`src/rtl/debug_pkg.sv`:
```
// Shared types and constants for the debug breakpoint unit.
// Optional hit counters are enabled with the DEBUG_BP_HIT_COUNT_EN macro.
package debug_pkg;

    typedef enum logic [1:0] {
        RUN    = 2'd0,
        HALTED = 2'd1,
        STEP   = 2'd2,
        CONT   = 2'd3
    } state_t;

    localparam int HIT_CNT_W = 8;
    localparam logic [HIT_CNT_W-1:0] HIT_SAT = 8'hFF;

    // Index width that never collapses to zero bits.
    function automatic int clog2_min1(input int n);
        return (n <= 1) ? 1 : $clog2(n);
    endfunction

endpackage

```
`src/rtl/bp_slot.sv`:
```
// One breakpoint slot: committed address, PC comparator and, with
// DEBUG_BP_HIT_COUNT_EN defined, a saturating hit counter.
module bp_slot
    import debug_pkg::*;
#(
    parameter int ADDR_W = 16
) (
    input  logic                 clk,
    input  logic                 rst_n,
    input  logic                 i_commit,
    input  logic [ADDR_W-1:0]    i_commit_data,
    input  logic                 i_en,
    input  logic [ADDR_W-1:0]    i_pc,
    input  logic                 i_pc_valid,
`ifdef DEBUG_BP_HIT_COUNT_EN
    input  logic                 i_cnt_inc,
    output logic [HIT_CNT_W-1:0] o_hit_cnt,
`endif
    output logic [ADDR_W-1:0]    o_bp,
    output logic                 o_match
);

    logic [ADDR_W-1:0] r_bp;

    always_ff @(posedge clk or negedge rst_n) begin
        if (!rst_n) begin
            r_bp <= '0;
        end else if (i_commit) begin
            r_bp <= i_commit_data;
        end
    end

    assign o_bp    = r_bp;
    assign o_match = i_en & i_pc_valid & (i_pc == r_bp);

`ifdef DEBUG_BP_HIT_COUNT_EN
    logic [HIT_CNT_W-1:0] r_cnt;

    // A fresh address starts counting from zero, even if it hits in the same cycle.
    always_ff @(posedge clk or negedge rst_n) begin
        if (!rst_n) begin
            r_cnt <= '0;
        end else if (i_commit) begin
            r_cnt <= '0;
        end else if (i_cnt_inc && (r_cnt != HIT_SAT)) begin
            r_cnt <= r_cnt + 1'b1;
        end
    end

    assign o_hit_cnt = r_cnt;
`endif

endmodule

```
`src/rtl/debug_bp_unit.sv`:
```
// Breakpoint / single-step controller driving the CPU halt request.
// Define DEBUG_BP_HIT_COUNT_EN to add per-slot saturating hit counters (hit_cnt).
module debug_bp_unit
    import debug_pkg::*;
#(
    parameter int NUM_BP  = 4,
    parameter int ADDR_W  = 16,
    parameter int CHUNK_W = 8
) (
    input  logic                                     clk,
    input  logic                                     rst_n,
    input  logic [ADDR_W-1:0]                        pc,
    input  logic                                     pc_valid,
    input  logic                                     ld_strobe,
    input  logic [CHUNK_W-1:0]                       ld_data,
    input  logic [clog2_min1(NUM_BP)-1:0]            ld_sel,
    input  logic [NUM_BP-1:0]                        bp_en,
    input  logic                                     step_req,
    input  logic                                     cont_req,
`ifdef DEBUG_BP_HIT_COUNT_EN
    output logic [NUM_BP*HIT_CNT_W-1:0]              hit_cnt,
`endif
    output logic                                     halt,
    output logic [clog2_min1(NUM_BP)-1:0]            hit_idx,
    output logic                                     hit_valid,
    output logic [clog2_min1(ADDR_W/CHUNK_W)-1:0]    ld_phase,
    output logic [ADDR_W-1:0]                        bp_view
);

    localparam int CHUNKS = ADDR_W / CHUNK_W;
    localparam int SEL_W  = clog2_min1(NUM_BP);
    localparam int PH_W   = clog2_min1(CHUNKS);

    logic [PH_W-1:0]   r_ld_phase;
    logic [SEL_W-1:0]  r_last_sel;
    logic [ADDR_W-1:0] r_shadow;
    logic [PH_W-1:0]   w_phase_eff;
    logic              w_last_chunk;
    logic              w_sel_ok;
    logic              w_commit;
    logic [ADDR_W-1:0] w_commit_data;

    // A slot change restarts the sequence; a strobe in that cycle is chunk 0.
    assign w_phase_eff  = (ld_sel != r_last_sel) ? '0 : r_ld_phase;
    assign w_last_chunk = (w_phase_eff == PH_W'(CHUNKS - 1));
    assign w_sel_ok     = ({1'b0, ld_sel} < (SEL_W + 1)'(NUM_BP));
    assign w_commit     = ld_strobe & w_last_chunk & w_sel_ok;

    always_comb begin
        w_commit_data = '0;
        for (int k = 0; k < CHUNKS; k++) begin
            w_commit_data[k*CHUNK_W +: CHUNK_W] =
                (w_phase_eff == PH_W'(k)) ? ld_data : r_shadow[k*CHUNK_W +: CHUNK_W];
        end
    end

    always_ff @(posedge clk or negedge rst_n) begin
        if (!rst_n) begin
            r_ld_phase <= '0;
            r_last_sel <= '0;
            r_shadow   <= '0;
        end else begin
            r_last_sel <= ld_sel;
            if (ld_strobe) begin
                for (int k = 0; k < CHUNKS; k++) begin
                    if (w_phase_eff == PH_W'(k)) begin
                        r_shadow[k*CHUNK_W +: CHUNK_W] <= ld_data;
                    end
                end
                r_ld_phase <= w_last_chunk ? '0 : w_phase_eff + PH_W'(1);
            end else begin
                r_ld_phase <= w_phase_eff;
            end
        end
    end

    assign ld_phase = r_ld_phase;

    logic [ADDR_W-1:0] w_bp [NUM_BP];
    logic [NUM_BP-1:0] w_match;
    logic [SEL_W-1:0]  w_win;
    logic              w_any;
    state_t            r_state;
    state_t            w_next_state;

    for (genvar g = 0; g < NUM_BP; g++) begin : g_slot
        bp_slot #(
            .ADDR_W(ADDR_W)
        ) u_slot (
            .clk          (clk),
            .rst_n        (rst_n),
            .i_commit     (w_commit && (ld_sel == SEL_W'(g))),
            .i_commit_data(w_commit_data),
            .i_en         (bp_en[g]),
            .i_pc         (pc),
            .i_pc_valid   (pc_valid),
`ifdef DEBUG_BP_HIT_COUNT_EN
            .i_cnt_inc    ((r_state == RUN) && w_match[g] && (w_win == SEL_W'(g))),
            .o_hit_cnt    (hit_cnt[g*HIT_CNT_W +: HIT_CNT_W]),
`endif
            .o_bp         (w_bp[g]),
            .o_match      (w_match[g])
        );
    end

    // Lowest matching index wins.
    always_comb begin
        w_win = '0;
        for (int i = NUM_BP - 1; i >= 0; i--) begin
            if (w_match[i]) begin
                w_win = SEL_W'(i);
            end
        end
    end

    assign w_any   = |w_match;
    assign bp_view = w_sel_ok ? w_bp[ld_sel] : '0;

    logic [SEL_W-1:0] r_hit_idx;
    logic [SEL_W-1:0] w_next_hit_idx;
    logic             r_hit_valid;
    logic             w_next_hit_valid;

    always_ff @(posedge clk or negedge rst_n) begin
        if (!rst_n) begin
            r_state     <= RUN;
            r_hit_idx   <= '0;
            r_hit_valid <= 1'b0;
        end else begin
            r_state     <= w_next_state;
            r_hit_idx   <= w_next_hit_idx;
            r_hit_valid <= w_next_hit_valid;
        end
    end

    always_comb begin
        w_next_state     = r_state;
        w_next_hit_idx   = r_hit_idx;
        w_next_hit_valid = r_hit_valid;
        case (r_state)
            RUN: begin
                if (w_any) begin
                    w_next_state     = HALTED;
                    w_next_hit_idx   = w_win;
                    w_next_hit_valid = 1'b1;
                end
            end
            HALTED: begin
                if (step_req) begin
                    w_next_state = STEP;
                end else if (cont_req) begin
                    w_next_state = CONT;
                end
            end
            STEP: begin
                if (pc_valid) begin
                    w_next_state     = HALTED;
                    w_next_hit_valid = w_any;
                    if (w_any) begin
                        w_next_hit_idx = w_win;
                    end
                end
            end
            CONT: begin
                // The fetch at the halted-at address is skipped so it cannot retrigger.
                if (pc_valid) begin
                    w_next_state = RUN;
                end
            end
            default: w_next_state = RUN;
        endcase
    end

    assign halt      = (r_state == HALTED);
    assign hit_idx   = r_hit_idx;
    assign hit_valid = r_hit_valid;

endmodule
```
`config.mk`:
```
export PLATFORM = sky130hd
export DESIGN_NAME = debug_bp_unit
export DESIGN_NICKNAME = d
export VERILOG_FILES = /design/src/rtl/debug_pkg.sv /design/src/rtl/bp_slot.sv /design/src/rtl/debug_bp_unit.sv
export SDC_FILE = /design/constraint.sdc
export NUM_CORES = 1
export LEC_CHECK = 0
export BUFFER_PORTS_ARGS = -buffer_cell sky130_fd_sc_hd__buf_2
export CAP_MARGIN = 20
export CORE_ASPECT_RATIO = 0.8
export CORE_MARGIN = 2
export CORE_UTILIZATION = 55
export CTS_CLUSTER_DIAMETER = 120
export CTS_CLUSTER_SIZE = 8
export DETAILED_ROUTE_END_ITERATION = 8
export PLACE_DENSITY = 0.76
export SYNTH_ARGS = -nofsm -noshare
export SYNTH_HDL_FRONTEND = slang
export SYNTH_HIERARCHICAL = 1
export SYNTH_SLANG_ARGS = --single-unit
```
`constraint.sdc`:
```
create_clock -name clk -period 2.65 [get_ports clk]
set_input_delay 0.1325 -clock clk [delete_from_list [all_inputs] [get_ports clk]]
set_output_delay 0.1325 -clock clk [all_outputs]
set_load 0.05 [all_outputs]
```
==> impl_metrics.env, run 1 <==
export IMPL_min_period_over_period_pct=84.04
export IMPL_finalSetupViolations=0
export IMPL_cp_start_kind="register"
export IMPL_rows=30
export IMPL_htreeDepth=3
export IMPL_pre_cts_ws_ns=0.4713
export IMPL_via_per_inst=5.645
export IMPL_cts_reportedPaths_clkPinSlew_ns=0.09
export IMPL_cts_made_buffers=9
export IMPL_cts_setup_buffers=0
export IMPL_area_delta_synth_final_pct=14.17
export IMPL_route_detailed_drc=0
export IMPL_die_h_um=87.05
export IMPL_ant_nets=0
export IMPL_max_cap_violations=0
export IMPL_hold_viol=0
export IMPL_cts_root_buf="clkbuf_8"
export IMPL_ys_ff_latch=88
export IMPL_synth_largest_area_cell="dfrtp_1"
export IMPL_drive_gt1_share_pct=45.95
export IMPL_wl_per_cell_um=19.49
export IMPL_fin_cells=519
export IMPL_clock_sinks=88
export IMPL_vias=2930
export IMPL_syn_avg_cell_area_sq_um=14.11
export IMPL_worstPathArrival_ns=2.48
export IMPL_fill_cells=663
export IMPL_num_io_pins=57
export IMPL_ctsResizeCount=0
export IMPL_fin_ws_ns=0.4230
export IMPL_rsz0062_at_grt="no"
export IMPL_synth_fp_nets=372
export IMPL_grt_pass1_vias=3048
export IMPL_post_route_util_pct=64.10
export IMPL_holdWs_ns=0.02778
export IMPL_cts_hold_buf=3
export IMPL_power_mw=4.870
export IMPL_vdd_drop_max_v=0.0004676
export IMPL_clk_insertion_delay_late_ns=0.37
export IMPL_die_x_um=107.8
export IMPL_grt_pass1_wl_um=16100
export IMPL_grt_start_max_net_pins=45
export IMPL_place_gp_congestion=0.9188
export IMPL_core_sq_um=8446
export IMPL_worstPathMaxFanout=3
export IMPL_tightest_slew_ns=0.5764
export IMPL_place_hpwl_um=7423
export IMPL_worstPathRequired_ns=2.91
export IMPL_yosys_cell_types_count=32
export IMPL_setup_tns_ns=0
export IMPL_port_buffers=56
export IMPL_slew_viol_final=0
export IMPL_clk_path_buf_depth=2
export IMPL_drtIter0Drc=142
export IMPL_wl_um=10120
export IMPL_dr_pass1_iters=4
export IMPL_syn_cell_area_sq_um=4742
export IMPL_layout_min_cycle_time_ns=2.227
export IMPL_yosysWarnings=6
export IMPL_critPathKind="reg -> reg"
export IMPL_place_inst=500
export IMPL_gr_total_overflow=0
export IMPL_synth_top_cell_area_share_pct=46.44
export IMPL_yosys_top_cells_area="dfrtp_1, mux2_2, xnor2_1"
export IMPL_synth_seq_area_share_pct=46.44
export IMPL_max_freq_ghz=0.4490
export IMPL_die_area_sq_um=9385
export IMPL_power_density_nw_per_um2=899.5
export IMPL_grtUsageTotal_pct=23.24
export IMPL_synthCells=336
export IMPL_design_area_sq_um=5414
export IMPL_power_leakage_nw=2.381
export IMPL_hp_class="in -> reg"
export IMPL_finClkSkew_ns=0.009859
export IMPL_cp_end_kind="register"
export IMPL_fin_nets=438
export IMPL_start_util_pct=56.15
export IMPL_antenna_found_initial=0
export IMPL_placed_area_sq_um=5179
export IMPL_slew_headroom_pct=61.58
export IMPL_cts_tree="yes"
export IMPL_diodes=0
export IMPL_status="complete, no violations"
## Yosys cell counts (all sizes together)
cell	number
nor2b	2
a211o	1
or4	4
o32a	2
o31ai	2
nand3	5
buf	8
inv	3
nand2	1
o21ai	4
mux4	16
xor2	12
xnor2	55
nor4	6
and3	1
and4	1
nand4	12
mux2	96
dfrtp	88
clkbuf	8
nor2	3
a2bb2oi	1
nor3	1
a31oi	1
or3	1
and3b	2
## worst paths after layout
path,from,to,slack [ns],cells after the start
max in group asynchronous,rst_n,g_slot[0].u_slot/o_bp[5],1.61,3
hold reg to reg,r_shadow[14],r_shadow[14],0.50,1
setup reg to reg,g_slot[2].u_slot/o_bp[13],hit_idx[0],0.42,7
min in group asynchronous,rst_n,g_slot[1].u_slot/o_bp[12],0.29,2
hold / removal,pc_valid,r_state[1],0.03,2
setup / recovery,g_slot[2].u_slot/o_bp[13],hit_idx[0],0.42,7
## routing by layer
layer | share of wire [%] | vias to the layer above | global-route usage (%)
met2 | 46 | 71 | 36.76
li1 | - | 1356 | -
met1 | 48 | 1495 | 32.63
met4 | 0.93 | 0 | 5.478
met5 | 0 | - | 0
met3 | 5.0 | 8 | 5.909
## logic make-up (layout without fill, tap and decap cells)
group / count (synthesis) / count (layout) / share of synthesized area, %
AND/OR/NAND/NOR: 39 / 39 / 5.884
AO/OA/AOI/OAI: 11 / 11 / 1.979
buffers and inverters: 19 / 90 / 1.979
XOR/XNOR: 67 / 67 / 12.69
flip-flops: 88 / 88 / 46.44
multiplexers: 112 / 112 / 31.03
## final cells by class
class | instances | area (sq um) | area share, %
flip-flops and latches | 88 | 2202 | 40.67
clock inverters | 7 | 81.33 | 1.502
well taps | 112 | 140.1 | 2.588
inverters | 3 | 11.26 | 0.2080
clock buffers | 9 | 123.9 | 2.288
repair buffers | 71 | 402.9 | 7.442
multi-input cells | 229 | 2452 | 45.30
## state kept, by name (all words and copies together) (netlist names)
| name | count |
|---|---|
| g_slot.u_slot/o_bp | 64 |
| hit_idx | 2 |
| hit_valid | 1 |
| ld_phase | 1 |
| r_last_sel | 2 |
| r_shadow | 16 |
| r_state | 2 |
## placed cells by master (no fill, tap or decap), types with 3 or more instances in the layout
| cell | n |
|---|---|
| buf_2 | 55 |
| clkbuf_8 | 9 |
| nand4_1 | 12 |
| nor4_2 | 5 |
| or4_1 | 4 |
| inv_1 | 3 |
| nand3_1 | 4 |
| mux2_1 | 19 |
| mux2_4 | 8 |
| xor2_1 | 12 |
| mux4_2 | 16 |
| dlygate4sd3_1 | 3 |
| dfrtp_1 | 88 |
| o21ai_0 | 4 |
| buf_4 | 13 |
| clkinvlp_4 | 3 |
| mux2_2 | 69 |
| xnor2_1 | 53 |
| nor2_1 | 3 |
## power breakdown
| part | switching [mW] | total [mW] | internal (mW) | leakage, nW |
|---|---|---|---|---|
| Sequential | 0.378 | 2.14 | 1.76 | 1.12 |
| Clock | 0.511 | 0.956 | 0.445 | 0.0936 |
| Combinational | 0.922 | 1.77 | 0.849 | 1.17 |
## worst max-delay path, cell delays in order, from the launching register on
cell and delay [ns]:
dfrtp_1 0.41, xnor2_1 0.19, nand4_1 0.13, or4_1 0.56, nor4_2 0.27, inv_1 0.08, o32a_1 0.35, a2bb2oi_1 0.13
Note: power is estimated with default switching activity, not from simulation.
==> run 2: changes to the inputs <==
--- a/config.mk
+++ b/config.mk
@@ -9,11 +9,11 @@
 export CAP_MARGIN = 20
 export CORE_ASPECT_RATIO = 0.8
 export CORE_MARGIN = 2
-export CORE_UTILIZATION = 55
+export CORE_UTILIZATION = 53
 export CTS_CLUSTER_DIAMETER = 120
 export CTS_CLUSTER_SIZE = 8
 export DETAILED_ROUTE_END_ITERATION = 8
-export PLACE_DENSITY = 0.76
+export PLACE_DENSITY = 0.77
 export SYNTH_ARGS = -nofsm -noshare
 export SYNTH_HDL_FRONTEND = slang
 export SYNTH_HIERARCHICAL = 1
==> constraint.sdc (replaced) <==
create_clock -name clk -period 1.9 [get_ports clk]
set_input_delay 0.095 -clock clk [delete_from_list [all_inputs] [get_ports clk]]
set_output_delay 0.095 -clock clk [all_outputs]
set_load 0.05 [all_outputs]
==> impl_metrics.env, run 2 (synthesized netlist as in run 1, its figures left out) <==
export IMPL_die_area_sq_um=9725
export IMPL_layout_min_cycle_time_ns=2.209
export IMPL_layout_commonest_cell="dfrtp_1"
export IMPL_pre_cts_ws_ns=-0.2917
export IMPL_grt_pass1_wl_um=18430
export IMPL_min_period_over_period_pct=116.3
export IMPL_route_detailed_drc=0
export IMPL_cts_tree="yes"
export IMPL_area_delta_synth_final_pct=30.32
export IMPL_power_mw=7.479
export IMPL_worstPathArrival_ns=2.46
export IMPL_cts_made_buffers=9
export IMPL_cp_slowest_cell="or4_4"
export IMPL_diodes=0
export IMPL_place_gp_congestion=0.8994
export IMPL_clk_path_buf_depth=2
export IMPL_dr_pass1_iters=4
export IMPL_drtIter0Drc=290
export IMPL_rsz0062_at_grt="yes"
export IMPL_grtUsageTotal_pct=25.97
export IMPL_largest_reg_flops=64
export IMPL_slew_headroom_pct=58.84
export IMPL_cp_end_kind="register"
export IMPL_clk_insertion_delay_late_ns=0.37
export IMPL_worstPathRequired_ns=2.15
export IMPL_antenna_found_initial=0
export IMPL_place_hpwl_um=8314
export IMPL_wl_per_cell_um=20.47
export IMPL_cts_reportedPaths_clkPinSlew_ns=0.08
export IMPL_grt_start_max_net_pins=47
export IMPL_htreeDepth=3
export IMPL_clock_sinks=88
export IMPL_cp_slowest_stage_delay_ns=0.55
export IMPL_start_util_pct=55.17
export IMPL_slew_viol_final=0
export IMPL_core_sq_um=8596
export IMPL_setup_tns_ns=-0.7434
export IMPL_regToRegEndpoint="hit_idx[0]"
export IMPL_gr_total_overflow=0
export IMPL_max_cap_violations=0
export IMPL_hold_viol=0
export IMPL_critPathKind="reg -> reg"
export IMPL_timing_rr_start="g_slot[2].u_slot/o_bp[13]"
export IMPL_rows=30
export IMPL_finClkSkew_ns=0.008586
export IMPL_cp_startpoint="g_slot[2].u_slot/o_bp[13]"
export IMPL_fin_nets=499
export IMPL_hp_class="in -> reg"
export IMPL_vias=3292
export IMPL_worstPathMaxFanout=3
export IMPL_reg2reg_depth=7
export IMPL_wl_um=11870
export IMPL_endpoint="hit_idx[0]"
export IMPL_fill_cells=583
export IMPL_drive_gt1_share_pct=53.85
export IMPL_fin_ws_ns=-0.3092
export IMPL_rrSetupSlack_ns=-0.31
export IMPL_die_h_um=88.61
export IMPL_worstPathCellList="xnor2_1 -> nand4_1 -> or4_4 -> nor4_4 -> inv_1 -> o32a_1 -> a2bb2oi_1"
export IMPL_ant_nets=0
export IMPL_tightest_slew_ns=0.6174
export IMPL_vdd_drop_max_v=0.0008098
export IMPL_cts_root_buf="clkbuf_8"
export IMPL_holdWs_ns=0.006252
export IMPL_place_inst=549
export IMPL_power_leakage_nw=2.803
export IMPL_holdPathStages=2
export IMPL_grt_pass1_vias=3480
export IMPL_cp_start_kind="register"
export IMPL_fin_cells=580
export IMPL_max_freq_ghz=0.4527
export IMPL_final_cell_mix="dfrtp_1, buf_4, buf_2, xnor2_1, mux2_4"
export IMPL_via_per_inst=5.676
export IMPL_finalSetupViolations=4
export IMPL_status="complete, but fails checks"
export IMPL_die_x_um=109.8
export IMPL_violations="setup timing"
export IMPL_power_density_nw_per_um2=1210
export IMPL_num_io_pins=57
export IMPL_port_buffers=56
## run 2: cell count changes in the layout (fill, tap and decap cells not counted), sizes merged
cell	delta
clkinvlp	-2
clkinv	-1
clkbuf	+7
buf	+52
dlygate4sd3	+7
bufinv	-1
inv	-1
## run 2: repair_timing
item                                    in CTS  in global routing
pin swaps                                    3                 16
endpoints found under the hold margin       52                  0
cloned                                       0                  2
gates resized for setup                      7                 13
setup buffers                                1                  2
hold buffers                                10                  0
endpoints found under the setup margin       4                 10
## run 2: worst min path at each step
| stage | to | slack (ns) | from |
|---|---|---|---|
| after floorplan | g_slot[0].u_slot/o_bp[0] | -0.20 | rst_n |
| after global placement | g_slot[0].u_slot/o_bp[12] | 0.14 | rst_n |
| after detailed placement | g_slot[0].u_slot/o_bp[12] | 0.14 | rst_n |
| after CTS | r_shadow[11] | 0.0009 | ld_data[3] |
| after global routing | r_shadow[11] | 0.02 | ld_data[3] |
| final | r_shadow[11] | 0.006 | ld_data[3] |
## run 2: final cells by class
cell class / count / area, sq um / area share (%)
Clock buffer: 14 / 172.7 / 2.794
Clock inverter: 2 / 12.51 / 0.2025
Inverter: 3 / 11.26 / 0.1822
Multi-Input combinational cell: 229 / 2651 / 42.90
Sequential cell: 88 / 2203 / 35.65
Tap cell: 112 / 140.1 / 2.268
Timing Repair Buffer: 132 / 988.4 / 16.00
## run 2: metrics by stage
step           util [%]  instance area, sq um
3_3_place_gp      66.56                  5722
6_report          71.89                  6180
4_1_cts           70.44                  6055
2_1_floorplan         -                  4916
5_1_grt           71.89                  6180
3_5_place_dp      66.56                  5722
## run 2: worst max-delay path: cells and delay by family (launching register included)
kind            cells  cell delay [ns]
xor+xnor            1             0.17
simple gates        3             0.94
flops               1             0.39
compound gates      2             0.47
buf+inv             1             0.11
## run 2: report_power, final
part	switching [mW]	leakage, nW	internal (mW)
clock	0.658	0.0927	0.582
combinational	1.54	1.59	1.73
sequential	0.505	1.12	2.46
## run 2: layer usage
| metal | part of all wire, % | global-route usage (%) | wire length, um |
|---|---|---|---|
| met1 | 44 | 35.04 | 5262 |
| met2 | 48 | 41.41 | 5660 |
| met3 | 6.7 | 6.259 | 792 |
| met4 | 1.3 | 9.321 | 156 |
| met5 | 0 | 0 | 0 |
